--- src/rtl/topk_if.sv ---
// Sample stream and result bus for the top-K tracker.
//   clear, in_valid, d_in      : master -> slave (sample side)
//   d_out, out_valid, count,
//   top_all                    : slave -> master (result side)
interface topk_if #(
    parameter int unsigned WIDTH = 32,
    parameter int unsigned K     = 2
);
    localparam int unsigned CW = $clog2(K + 1);

    logic             clear;
    logic             in_valid;
    logic [WIDTH-1:0] d_in;
    logic [WIDTH-1:0] d_out;
    logic             out_valid;
    logic [CW-1:0]    count;
    logic [K*WIDTH-1:0] top_all;

    modport master (
        output clear, in_valid, d_in,
        input  d_out, out_valid, count, top_all
    );

    modport slave (
        input  clear, in_valid, d_in,
        output d_out, out_valid, count, top_all
    );
endinterface

--- src/rtl/topk_tracker.sv ---
// Streaming top-K tracker: keeps the K best unsigned samples (largest or
// smallest) in a sorted register file, slot 0 being the best.
//   clk, reset      : rising-edge clock, async active-high reset
//   bus.clear       : synchronous clear, wins over bus.in_valid
//   bus.in_valid    : bus.d_in is sampled on this edge
//   bus.d_out       : K-th best entry once all K slots are filled, else 0
//   bus.out_valid   : count == K
//   bus.count       : number of filled slots, saturates at K
//   bus.top_all     : all slots packed, slot 0 at the low bits
module topk_tracker #(
    parameter int unsigned WIDTH    = 32,
    parameter int unsigned K        = 2,
    parameter int unsigned FIND_MIN = 0,
    parameter int unsigned DISTINCT = 1
) (
    input  logic   clk,
    input  logic   reset,
    topk_if.slave  bus
);
    localparam int unsigned CW = $clog2(K + 1);

    logic [WIDTH-1:0]   slot_q    [K];
    logic [WIDTH-1:0]   slot_d    [K];
    logic [WIDTH-1:0]   prev_slot [K];
    logic [CW-1:0]      count_q;
    logic [CW-1:0]      count_d;
    logic [WIDTH-1:0]   d_out_q;
    logic               out_valid_q;
    logic [K-1:0]       filled;
    logic [K-1:0]       keep;
    logic [K-1:0]       prev_keep;
    logic [K-1:0]       hit;
    logic               dup;
    logic               take;
    logic [K*WIDTH-1:0] top_all_c;

    // Parallel compare: keep[i] marks filled slots better than or equal to
    // the sample. The list is sorted, so keep is a prefix and its length is
    // the insert position; equals stay ahead of the newcomer.
    always_comb begin
        for (int i = 0; i < int'(K); i++) begin
            filled[i] = (CW'(i) < count_q);
            hit[i]    = filled[i] && (slot_q[i] == bus.d_in);
            if (FIND_MIN != 0) begin
                keep[i] = filled[i] && (slot_q[i] <= bus.d_in);
            end else begin
                keep[i] = filled[i] && (slot_q[i] >= bus.d_in);
            end
        end
    end

    assign dup       = (DISTINCT != 0) && (|hit);
    assign take      = bus.in_valid && !dup && !keep[K-1];
    assign prev_keep = {keep[K-2:0], 1'b1};

    // Shift/insert mux: the first non-kept slot takes the sample, later
    // slots take their predecessor; unfilled slots shift in zeros.
    always_comb begin
        count_d      = count_q;
        prev_slot[0] = '0;
        for (int i = 0; i < int'(K); i++) begin
            slot_d[i] = slot_q[i];
        end
        for (int i = 1; i < int'(K); i++) begin
            prev_slot[i] = slot_q[i-1];
        end
        if (bus.clear) begin
            count_d = '0;
            for (int i = 0; i < int'(K); i++) begin
                slot_d[i] = '0;
            end
        end else if (take) begin
            count_d = (count_q == CW'(K)) ? count_q : count_q + CW'(1);
            for (int i = 0; i < int'(K); i++) begin
                if (!keep[i]) begin
                    slot_d[i] = prev_keep[i] ? bus.d_in : prev_slot[i];
                end
            end
        end
    end

    // State and registered result outputs.
    always_ff @(posedge clk or posedge reset) begin
        if (reset) begin
            count_q     <= '0;
            d_out_q     <= '0;
            out_valid_q <= 1'b0;
            for (int i = 0; i < int'(K); i++) begin
                slot_q[i] <= '0;
            end
        end else begin
            count_q     <= count_d;
            out_valid_q <= (count_d == CW'(K));
            d_out_q     <= (count_d == CW'(K)) ? slot_d[K-1] : '0;
            for (int i = 0; i < int'(K); i++) begin
                slot_q[i] <= slot_d[i];
            end
        end
    end

    always_comb begin
        top_all_c = '0;
        for (int i = 0; i < int'(K); i++) begin
            top_all_c[i*WIDTH +: WIDTH] = slot_q[i];
        end
    end

    assign bus.count     = count_q;
    assign bus.d_out     = d_out_q;
    assign bus.out_valid = out_valid_q;
    assign bus.top_all   = top_all_c;
endmodule

--- src/flat_wrapper.sv ---
// flat-port wrapper written by rule: the top's interface ports become plain ports
module topk_tracker_flat 
#(
    parameter int unsigned WIDTH    = 32,
    parameter int unsigned K        = 2,
    parameter int unsigned FIND_MIN = 0,
    parameter int unsigned DISTINCT = 1
)
  (clk, reset, bus_clear, bus_in_valid, bus_d_in, bus_d_out, bus_out_valid, bus_count, bus_top_all);
  topk_if #(.WIDTH(WIDTH), .K(K)) bus_i ();
  input  logic clk;
  input  logic reset;
  input wire logic [$bits(bus_i.clear)-1:0] bus_clear;
  input wire logic [$bits(bus_i.in_valid)-1:0] bus_in_valid;
  input wire logic [$bits(bus_i.d_in)-1:0] bus_d_in;
  output wire logic [$bits(bus_i.d_out)-1:0] bus_d_out;
  output wire logic [$bits(bus_i.out_valid)-1:0] bus_out_valid;
  output wire logic [$bits(bus_i.count)-1:0] bus_count;
  output wire logic [$bits(bus_i.top_all)-1:0] bus_top_all;
  assign bus_i.clear = bus_clear;
  assign bus_i.in_valid = bus_in_valid;
  assign bus_i.d_in = bus_d_in;
  assign bus_d_out = bus_i.d_out;
  assign bus_out_valid = bus_i.out_valid;
  assign bus_count = bus_i.count;
  assign bus_top_all = bus_i.top_all;
  topk_tracker #(.WIDTH(WIDTH), .K(K), .FIND_MIN(FIND_MIN), .DISTINCT(DISTINCT)) u_core (.clk(clk), .reset(reset), .bus(bus_i));
endmodule
--- config.mk ---
export PLATFORM = sky130hd
export DESIGN_NAME = topk_tracker_flat
export DESIGN_NICKNAME = d
export VERILOG_FILES = /design/src/rtl/topk_if.sv /design/src/rtl/topk_tracker.sv /design/src/flat_wrapper.sv
export SDC_FILE = /design/constraint.sdc
export NUM_CORES = 1
export LEC_CHECK = 0
export ABC_AREA = 1
export CAP_MARGIN = 20
export CORE_ASPECT_RATIO = 1.5
export CORE_MARGIN = 3
export CORE_UTILIZATION = 56
export CTS_CLUSTER_DIAMETER = 60
export DETAILED_ROUTE_END_ITERATION = 10
export PLACE_DENSITY = 0.95
export RECOVER_POWER = 50
export SLEW_MARGIN = 10
export SYNTH_ARGS = -nofsm -noshare
export SYNTH_HDL_FRONTEND = slang
export SYNTH_SLANG_ARGS = --single-unit
--- constraint.sdc ---
create_clock -name clk -period 5.75 [get_ports clk]
set_input_delay 1.4375 -clock clk [delete_from_list [all_inputs] [get_ports clk]]
set_output_delay 1.4375 -clock clk [all_outputs]
set_load 0.02 [all_outputs]
* After elaboration in Yosys (flattened, before gate mapping)
Index checks and enable logic that the tools add are counted.
** Storage, ports and cells
- Register bits :: 99
- Input bits :: 36
- Output and inout port bits :: 99
- Word-level logic and storage cells :: 35
** Cells by class
- Add/sub/neg operators :: 1
- Magnitude comparators :: 4
- Equality and inequality tests :: 5
- Mux-type cells :: 9
- Reduce and logical (&&, ||, !) cells :: 11
** Operators with widths (count)
- 32-bit two-way mux :: 4
- 64-bit two-way mux :: 2
- 32-bit == test :: 2
- 32-bit greater-or-equal comparator :: 2
- 1-bit logical AND :: 6
- 2-bit two-way mux :: 3
- 2-bit == test (second input constant) :: 2
- 1-bit by 2-bit < comparator with 1-bit output (first input constant) :: 2
- 2-bit by 1-bit adder with 2-bit output (second input constant) :: 1
- 1-bit logical NOT :: 2
- 2-bit != test (second input constant) :: 1
- 2-bit AND reduction :: 1
- 2-bit nonzero test :: 1
- 2-bit OR reduction :: 1

* Depth between registers and ports, before layout
Gate-level depths: netlist (run 1).
- Depth after elaboration :: 10
- Gate-level depth with buffers :: 19
- Mapped depth without buffers :: 18

* Worst setup path before layout (run 1)
OpenSTA, ideal clock, no wires.
- Kind :: input to register
- Start :: input port bus_d_in[31]
- End :: register u_core.out_valid_q (netlist: u_core.bus.out_valid)
- Library setup time :: 118 ps
- Arrival :: 2996 ps
- Data required time :: 5632 ps
- Path slack :: 2636 ps
- Cell stages on the path :: 16
- Path buffers :: 1
- Path through :: inv_1 ha_1 nand2_1 nor2_2 nand2_1 nor2_4 nand3_2 nand2_1 nor2_1 nand2_4 nand2_4 nand2_1 nand3_2 nand2_2 buf_6 inv_1
** On the way
- Cells in the longest elaborated chain, start to end :: 9
- Elaborated cells between the ends (all ways) :: 14
- Classes of those cells :: order compare (1); eq/ne (3); mux (2); reduce/logical (8)
** Ends and longest elaborated chain
- start: declaration :: RTL line flat_wrapper.sv:15 : input wire logic [$bits(bus_i.d_in)-1:0] bus_d_in;
- parallel branches: the longest is 5 deep, another holds 32-bit greater-or-equal comparator
- 1-bit logical AND * :: RTL line topk_tracker.sv:53 : assign take = bus.in_valid && !dup && !keep[K-1];
- 2-bit two-way mux * :: RTL line topk_tracker.sv:72 : end else if (take) begin
- 2-bit two-way mux * :: RTL line topk_tracker.sv:67 : if (bus.clear) begin
- 2-bit == test * :: RTL line topk_tracker.sv:93 : out_valid_q <= (count_d == CW'(K));
- end signal: assignment :: RTL line topk_tracker.sv:93
- end: declaration :: RTL line topk_tracker.sv:28 : logic out_valid_q;
Every way passes the cells marked *.
A chain may end at the register's enable or synchronous reset.

* Final worst setup path (run 1)
- Start :: input port bus_d_in[31]
- End :: register u_core.d_out_q[15] (netlist: u_core.bus.d_out[15])
** On the way
- Cells in the longest elaborated chain, start to end :: 10
- Elaborated cells between the ends (all ways) :: 21
- Classes of those cells :: order compare (2); eq/ne (3); mux (7); reduce/logical (9)
** Ends and longest elaborated chain
- parallel branches: the longest is 5 deep, another holds 32-bit greater-or-equal comparator
- 1-bit logical AND * :: RTL line topk_tracker.sv:53
- 2-bit two-way mux * :: RTL line topk_tracker.sv:72
- 2-bit two-way mux * :: RTL line topk_tracker.sv:67
- named net u_core.count_d[1] :: RTL line topk_tracker.sv:26 : logic [CW-1:0] count_d;
- 2-bit == test * :: RTL line topk_tracker.sv:94 : d_out_q <= (count_d == CW'(K)) ? slot_d[K-1] : '0;
- 32-bit two-way mux * :: RTL line topk_tracker.sv:94
- end signal: assignment :: RTL line topk_tracker.sv:94
- end: declaration :: RTL line topk_tracker.sv:27 : logic [WIDTH-1:0] d_out_q;
Mark *: on every way through the listed nets, which the timed path passes. The select of a mux whose other input is x is not followed.

==> results of run 1 <==
synthesized netlist by cell type (4+ instances only):
master    number  area share [%]
buf_2         15             1.2
o21ai_0        5            0.40
clkbuf_1       9            0.54
a21oi_1       29             2.3
nor2_1        22             1.3
buf_1          4            0.24
dfrtp_1       99              40
nand2_1      250              15
nor2_2        32             3.2
nand3_1      131              10
ha_1          66              13
inv_1        155             9.3
cell type report:
class / instances / area (sq um) / share of cell area (%)
Tap cell: 144 / 180 / 2.26
Clock buffer: 12 / 236 / 2.97
Timing Repair Buffer: 144 / 1410 / 17.8
Sequential cell: 99 / 2480 / 31.1
Clock inverter: 4 / 51.3 / 0.645
Inverter: 156 / 587 / 7.37
Multi-Input combinational cell: 550 / 3010 / 37.9
worst max-delay path, cell delays in order:
cell and delay [ns]:
clkdlybuf4s50_1 0.54, inv_1 0.09, ha_1 0.29, nand2_1 0.11, nor2_2 0.06, nand2_1 0.14
nor2_4 0.07, nand3_2 0.07, nand2_1 0.08, nor2_1 0.21, nand2_4 0.30, nand2_4 0.34
buf_4 0.32, a21oi_4 0.09, nand2_2 0.39, buf_4 0.39, nor2_2 0.08
sequential cells by signal, indices dropped and copies added (netlist names):
signal,cells
u_core.bus.out_valid,1
u_core.bus.top_all,64
u_core.bus.d_out,32
u_core.bus.count,2
power by group through the flow:
| stage | logic, mW | registers (mW) | clock network, mW |
|---|---|---|---|
| after floorplan | 0.397 | 0.913 | 0 |
| after global placement | 0.732 | 0.847 | 0 |
| after detailed placement | 0.756 | 0.848 | 0 |
| after CTS | 0.771 | 0.836 | 0.599 |
| after global routing | 0.844 | 0.844 | 0.637 |
| final | 0.768 | 0.837 | 0.596 |
through the flow:
step	cell area, sq um	utilization (%)	std cells
after floorplan	6260	-	839
after CTS	7960	74.0	1109
after global routing	7960	73.9	1109
final	7960	73.9	1109
after detailed placement	7670	71.3	1093
after global placement	7670	71.3	1093
how the worst min path moves through the flow:
stage | startpoint | slack [ns] | cells past startpoint | endpoint
6_report | u_core.bus.top_all[20] | 0.58 | 2 | u_core.bus.top_all[20]
5_1_grt | u_core.bus.top_all[20] | 0.61 | 2 | u_core.bus.top_all[20]
4_1_cts | u_core.bus.top_all[3] | 0.58 | 2 | u_core.bus.top_all[3]
3_5_place_dp | u_core.bus.top_all[3] | 0.56 | 2 | u_core.bus.top_all[3]
3_3_place_gp | u_core.bus.top_all[7] | 0.55 | 2 | u_core.bus.top_all[7]
2_1_floorplan | u_core.bus.top_all[0] | 0.65 | 2 | u_core.bus.top_all[0]
layer usage:
| layer | vias to the layer above | global-route usage [%] | part of all wire [%] |
|---|---|---|---|
| li1 | 2832 | - | - |
| met1 | 2805 | 33.4 | 34 |
| met2 | 403 | 51.5 | 52 |
| met3 | 94 | 4.95 | 8.1 |
| met4 | 0 | 21.6 | 5.8 |
| met5 | - | 0 | 0 |
placed cells by master (no fill, tap or decap), drive strengths merged:
cell | synthesis | layout
nand2 | 255 | 255
inv | 156 | 155
nand3 | 134 | 134
dfrtp | 99 | 99
clkdlybuf4s50 | 0 | 84
ha | 66 | 66
nor2 | 56 | 56
dlygate4sd3 | 0 | 50
a21oi | 30 | 30
clkbuf | 9 | 13
buf | 25 | 9
o21ai | 5 | 5
o21a | 3 | 3
clkinvlp | 0 | 2
clkinv | 0 | 2
a21o | 1 | 1
bufinv | 0 | 1
logic make-up (layout without fill, tap and decap cells):
| group | count (synthesis) | in the layout |
|---|---|---|
| fa+ha+maj | 66 | 66 |
| compound gates | 39 | 39 |
| flops | 99 | 99 |
| buf+inv | 190 | 316 |
| simple gates | 445 | 445 |
==> flow_summary.ini, run 1 <==
[run_status]
status = finished, violations left
violations = max-capacitance violations, max-slew violations

[place]
hpwl_mm = 12.5
gp_routability_congestion = 0.878
pre_cts_slack_ns = 0.735
io_buffers = 134

[critical_path]
timing.rr.end = u_core.bus.d_out[15]
worstPathRequired_ns = 5.97
setup.worst_path.class = in -> reg
r2r_slack_ns = 2.18
r2r_cells = 15
cp-end-kind = flop
cp_max_fo = 34
crit_end = u_core.bus.d_out[15]
start_kind = input pin
cp_data_arrival_time_ns = 5.06
r2r_start = u_core.bus.top_all[31]
cp-startpoint = bus_d_in[31]

[clock_network]
cts_sinks = 99
clk_pin_slew_ns = 0.06
cts_resized = 0
postCtsSetupBuffers = 0
cts_buffers = 9
hold_buffers = 0
tritoncts = yes
htree_levels = 3
worstSkewPairLatency_ns = 0.35
root_buffer = clkbuf_16
cts_max_path_buffers = 2

[route]
drc_errors = 0
ant_nets = 0
avgViaCountPerCell = 5.53
first_pass_iters = 5
routedWlPerCell_microns = 16.3
drtIter0Drc = 646
vias = 6134
wl_mm = 18.0

[grt]
grt_start_max_net_pins = 65
grt_pass1_vias = 6356
grt-ovfl-total = 0
grt_pass1_wl_mm = 29.5
grt_usage_pct = 30.0
antenna_found_initial = 0

[logic_synthesis]
synth_mux_area_share_pct = 0
yosysWarnings = 0
syn_nets = 941
ys_async_sr_fraction_pct = 100
synth.cell_area_sq_mm = 0.00626
syn_inst = 839
synth_edf_count = 0
synth_simple_gate_area_share_pct = 31.5
synth_xor_xnor_area_share_pct = 0
ys_seq_area_share_pct = 39.6
ys_types = 22
ys.flop_type = dfrtp_1
yosys_register_bits = 99
syn_avg_cell_area_sq_um = 7.46
synth_top_family_by_area = simple AND/OR/NAND/NOR gates
synth-compound-area-share_pct = 3.46
synthAdderAreaFrac_pct = 13.2

[timing]
hold_viol = 0
fin_setup_tns_ns = 0
drv_slew = 65
clock.fmax_mhz = 207
slew_headroom_pct = -83.0
clock-skew-final_ns = 0.00714
worst_hold_slack_ns = 0.577
fin_crit_ns = 4.83
timing.final.crit_share_pct = 84.0
setup-violations-final = 0
worst_slack_ns = 0.918
tightestPinTransition_ns = 2.73
rsz0062_at_grt = false

[floorplanning]
start_util_pct = 58.1
dieArea_sq_mm = 0.0125
die_w_microns = 92.3
io_pins = 135
die_y_microns = 135
core-area_sq_mm = 0.0108
rows = 46

[finish]
diodes = 0
area_growth_pct = 27.2
fillCellCount = 808
drive_above_1_share_pct = 7.15
layout.nets = 1062

[power_and_ir_drop]
comb_power_share_pct = 34.9
power.internal_mw = 1.39
switchingPower_uw = 814
ir_worst_vdd_mv = 0.171
p_clk_share_pct = 27.1
cellLeakagePower_nw = 4.62
switching_share_pct = 37.0
report.power.total_mw = 2.20
p_seq_share_pct = 38.0
p_per_area_mw_per_mm2 = 277

[hold_path]
hp-class = reg -> reg

[job]
maxCapViolCount = 1
No activity file was read; power rests on OpenSTA's default activity.
==> run 2, diff against run 1 <==
--- a/config.mk
+++ b/config.mk
@@ -9,10 +9,10 @@
 export CAP_MARGIN = 20
 export CORE_ASPECT_RATIO = 1.5
 export CORE_MARGIN = 3
-export CORE_UTILIZATION = 56
+export CORE_UTILIZATION = 47
 export CTS_CLUSTER_DIAMETER = 60
 export DETAILED_ROUTE_END_ITERATION = 10
-export PLACE_DENSITY = 0.95
+export PLACE_DENSITY = 0.88
 export RECOVER_POWER = 50
 export SLEW_MARGIN = 10
 export SYNTH_ARGS = -nofsm -noshare
==> constraint.sdc (replaced) <==
create_clock -name clk -period 4.05 [get_ports clk]
set_input_delay 1.0125 -clock clk [delete_from_list [all_inputs] [get_ports clk]]
set_output_delay 1.0125 -clock clk [all_outputs]
set_load 0.02 [all_outputs]
==> run 2 against run 1 <==
Effect of this change:
- the run still ends with max-capacitance violations, max-slew violations left
- setup slack worse by 0.29 ns
- sequential cell count stayed put
- first-iteration DRC count is 58% lower
- power is 39% higher
- clock skew is 0.0015 ns higher
- register-to-register slack worse by 0.72 ns
- combinational power is 41% higher
- final area is 0.86% higher
- critical path depth stayed put
- global-route usage is 5.9 points lower
==> flow_summary.ini, run 2 (same netlist as run 1, synthesis figures left out) <==
[finish]
layout.nets = 1070
area_growth_pct = 28.3
mostFrequentLayoutCells = nand2_1, inv_1, nand3_1, dfrtp_1, clkdlybuf4s50_1
drive_above_1_share_pct = 8.02
final_area_sq_mm = 0.00803
largest_reg_flops = 64
diodes = 0
mostFrequentLayoutCell = nand2_1

[grt]
antenna_found_initial = 0
grt_start_max_net_pins = 61
grt_pass1_wl_mm = 28.0
grt_usage_pct = 24.1
grt-ovfl-total = 0
grt_pass1_vias = 5777

[power_and_ir_drop]
cellLeakagePower_nw = 4.65
ir_worst_vdd_mv = 0.220
report.power.total_mw = 3.05
p_per_area_mw_per_mm2 = 380

[place]
hpwl_mm = 12.8
io_buffers = 134
pre_cts_slack_ns = 0.281
gp_routability_congestion = 0.840
placed_area_sq_mm = 0.00777

[floorplanning]
die_w_microns = 100
die_y_microns = 147
dieArea_sq_mm = 0.0148
rows = 51
io_pins = 135
core-area_sq_mm = 0.0130
start_util_pct = 48.1

[hold_path]
hp-class = reg -> reg

[job]
maxCapViolCount = 1

[route]
ant_nets = 0
first_pass_iters = 5
routedWlPerCell_microns = 15.1
drtIter0Drc = 270
wl_mm = 17.1
drc_errors = 0
vias = 5750
avgViaCountPerCell = 5.08

[timing]
clock.fmax_mhz = 292
worst_slack_ns = 0.627
setup-violations-final = 0
tightestPinTransition_ns = 1.83
rsz0062_at_grt = false
slew_headroom_pct = -22.7
timing.final.crit_share_pct = 84.5
clock-skew-final_ns = 0.00860
drv_slew = 40
hold_viol = 0
fin_setup_tns_ns = 0
fin_crit_ns = 3.42

[clock_network]
cts_sinks = 99
root_buffer = clkbuf_16
hold_buffers = 0
cts_max_path_buffers = 2
clk_pin_slew_ns = 0.07
postCtsSetupBuffers = 0
tritoncts = yes
worstSkewPairLatency_ns = 0.35
cts_buffers = 9
cts_resized = 0
htree_levels = 3

[critical_path]
start_kind = input pin
cp-end-kind = flop
cp_data_arrival_time_ns = 3.66
cp_max_fo = 18
worstPathRequired_ns = 4.29
setup.worst_path.class = in -> reg

[run_status]
status = finished, violations left
violations = max-capacitance violations, max-slew violations
-- run 2: cell types whose count changed in the layout (fill, tap and decap cells not counted) --
cell / delta
clkbuf_1: -1
bufinv_16: -1
clkinvlp_4: +1
clkinv_2: +2
buf_12: +1
clkbuf_2: -1
clkinv_4: -1
buf_4: +8
-- run 2: final timing paths --
kind                                   startpoint  slack (ns)                     end  cells after the start
max in group asynchronous                   reset        1.50  u_core.bus.top_all[25]                      3
setup / recovery                     bus_d_in[15]        0.63    u_core.bus.d_out[15]                     17
hold / removal              u_core.bus.top_all[7]        0.56   u_core.bus.top_all[7]                      2
hold reg to reg             u_core.bus.top_all[7]        0.56   u_core.bus.top_all[7]                      2
min in group asynchronous                   reset        1.57   u_core.bus.top_all[9]                      2
setup reg to reg           u_core.bus.top_all[15]        1.46    u_core.bus.d_out[15]                     15
-- run 2: power by group --
group,internal [mW],switching (mW)
clock network,0.414,0.364
registers,1.08,0.103
logic,0.420,0.665
-- run 2: area by class of cell --
type | count | area [sq um]
repair buffers | 152 | 1490
inverters | 156 | 587
fillers | 1129 | 4990
clock inverters | 5 | 30.0
well taps | 159 | 199
clock buffers | 11 | 233
flip-flops and latches | 99 | 2480
multi-input cells | 550 | 3010
-- run 2: stage by stage --
| step | hold WS (ns) | util [%] | std cells |
|---|---|---|---|
| after detailed placement | 0.561 | 59.7 | 1116 |
| final | 0.565 | 61.7 | 1132 |
| after global routing | 0.603 | 61.7 | 1132 |
| after CTS | 0.575 | 61.7 | 1132 |
| after floorplan | 0.650 | - | 839 |
| after global placement | 0.555 | 59.7 | 1116 |
-- run 2: worst max-delay path, cell delays in order --
cell,delay [ns]
clkdlybuf4s50_1,0.54
inv_1,0.08
ha_1,0.30
nand2_1,0.08
nor2_2,0.12
nand2_1,0.09
nor2_2,0.17
nand3_2,0.11
nand2_1,0.09
nor2_1,0.07
nand2_4,0.13
nand2_4,0.18
nand2_1,0.12
nand3_2,0.08
nand2_2,0.12
buf_4,0.28
nor2_2,0.06
-- run 2: per-layer routing --
layer	up-vias	share of wire (%)	GRT usage (%)
li1	2845	-	-
met1	2682	38	27.5
met2	177	54	43.5
met3	46	4.7	3.47
met4	0	3.3	11.2
met5	-	0	0
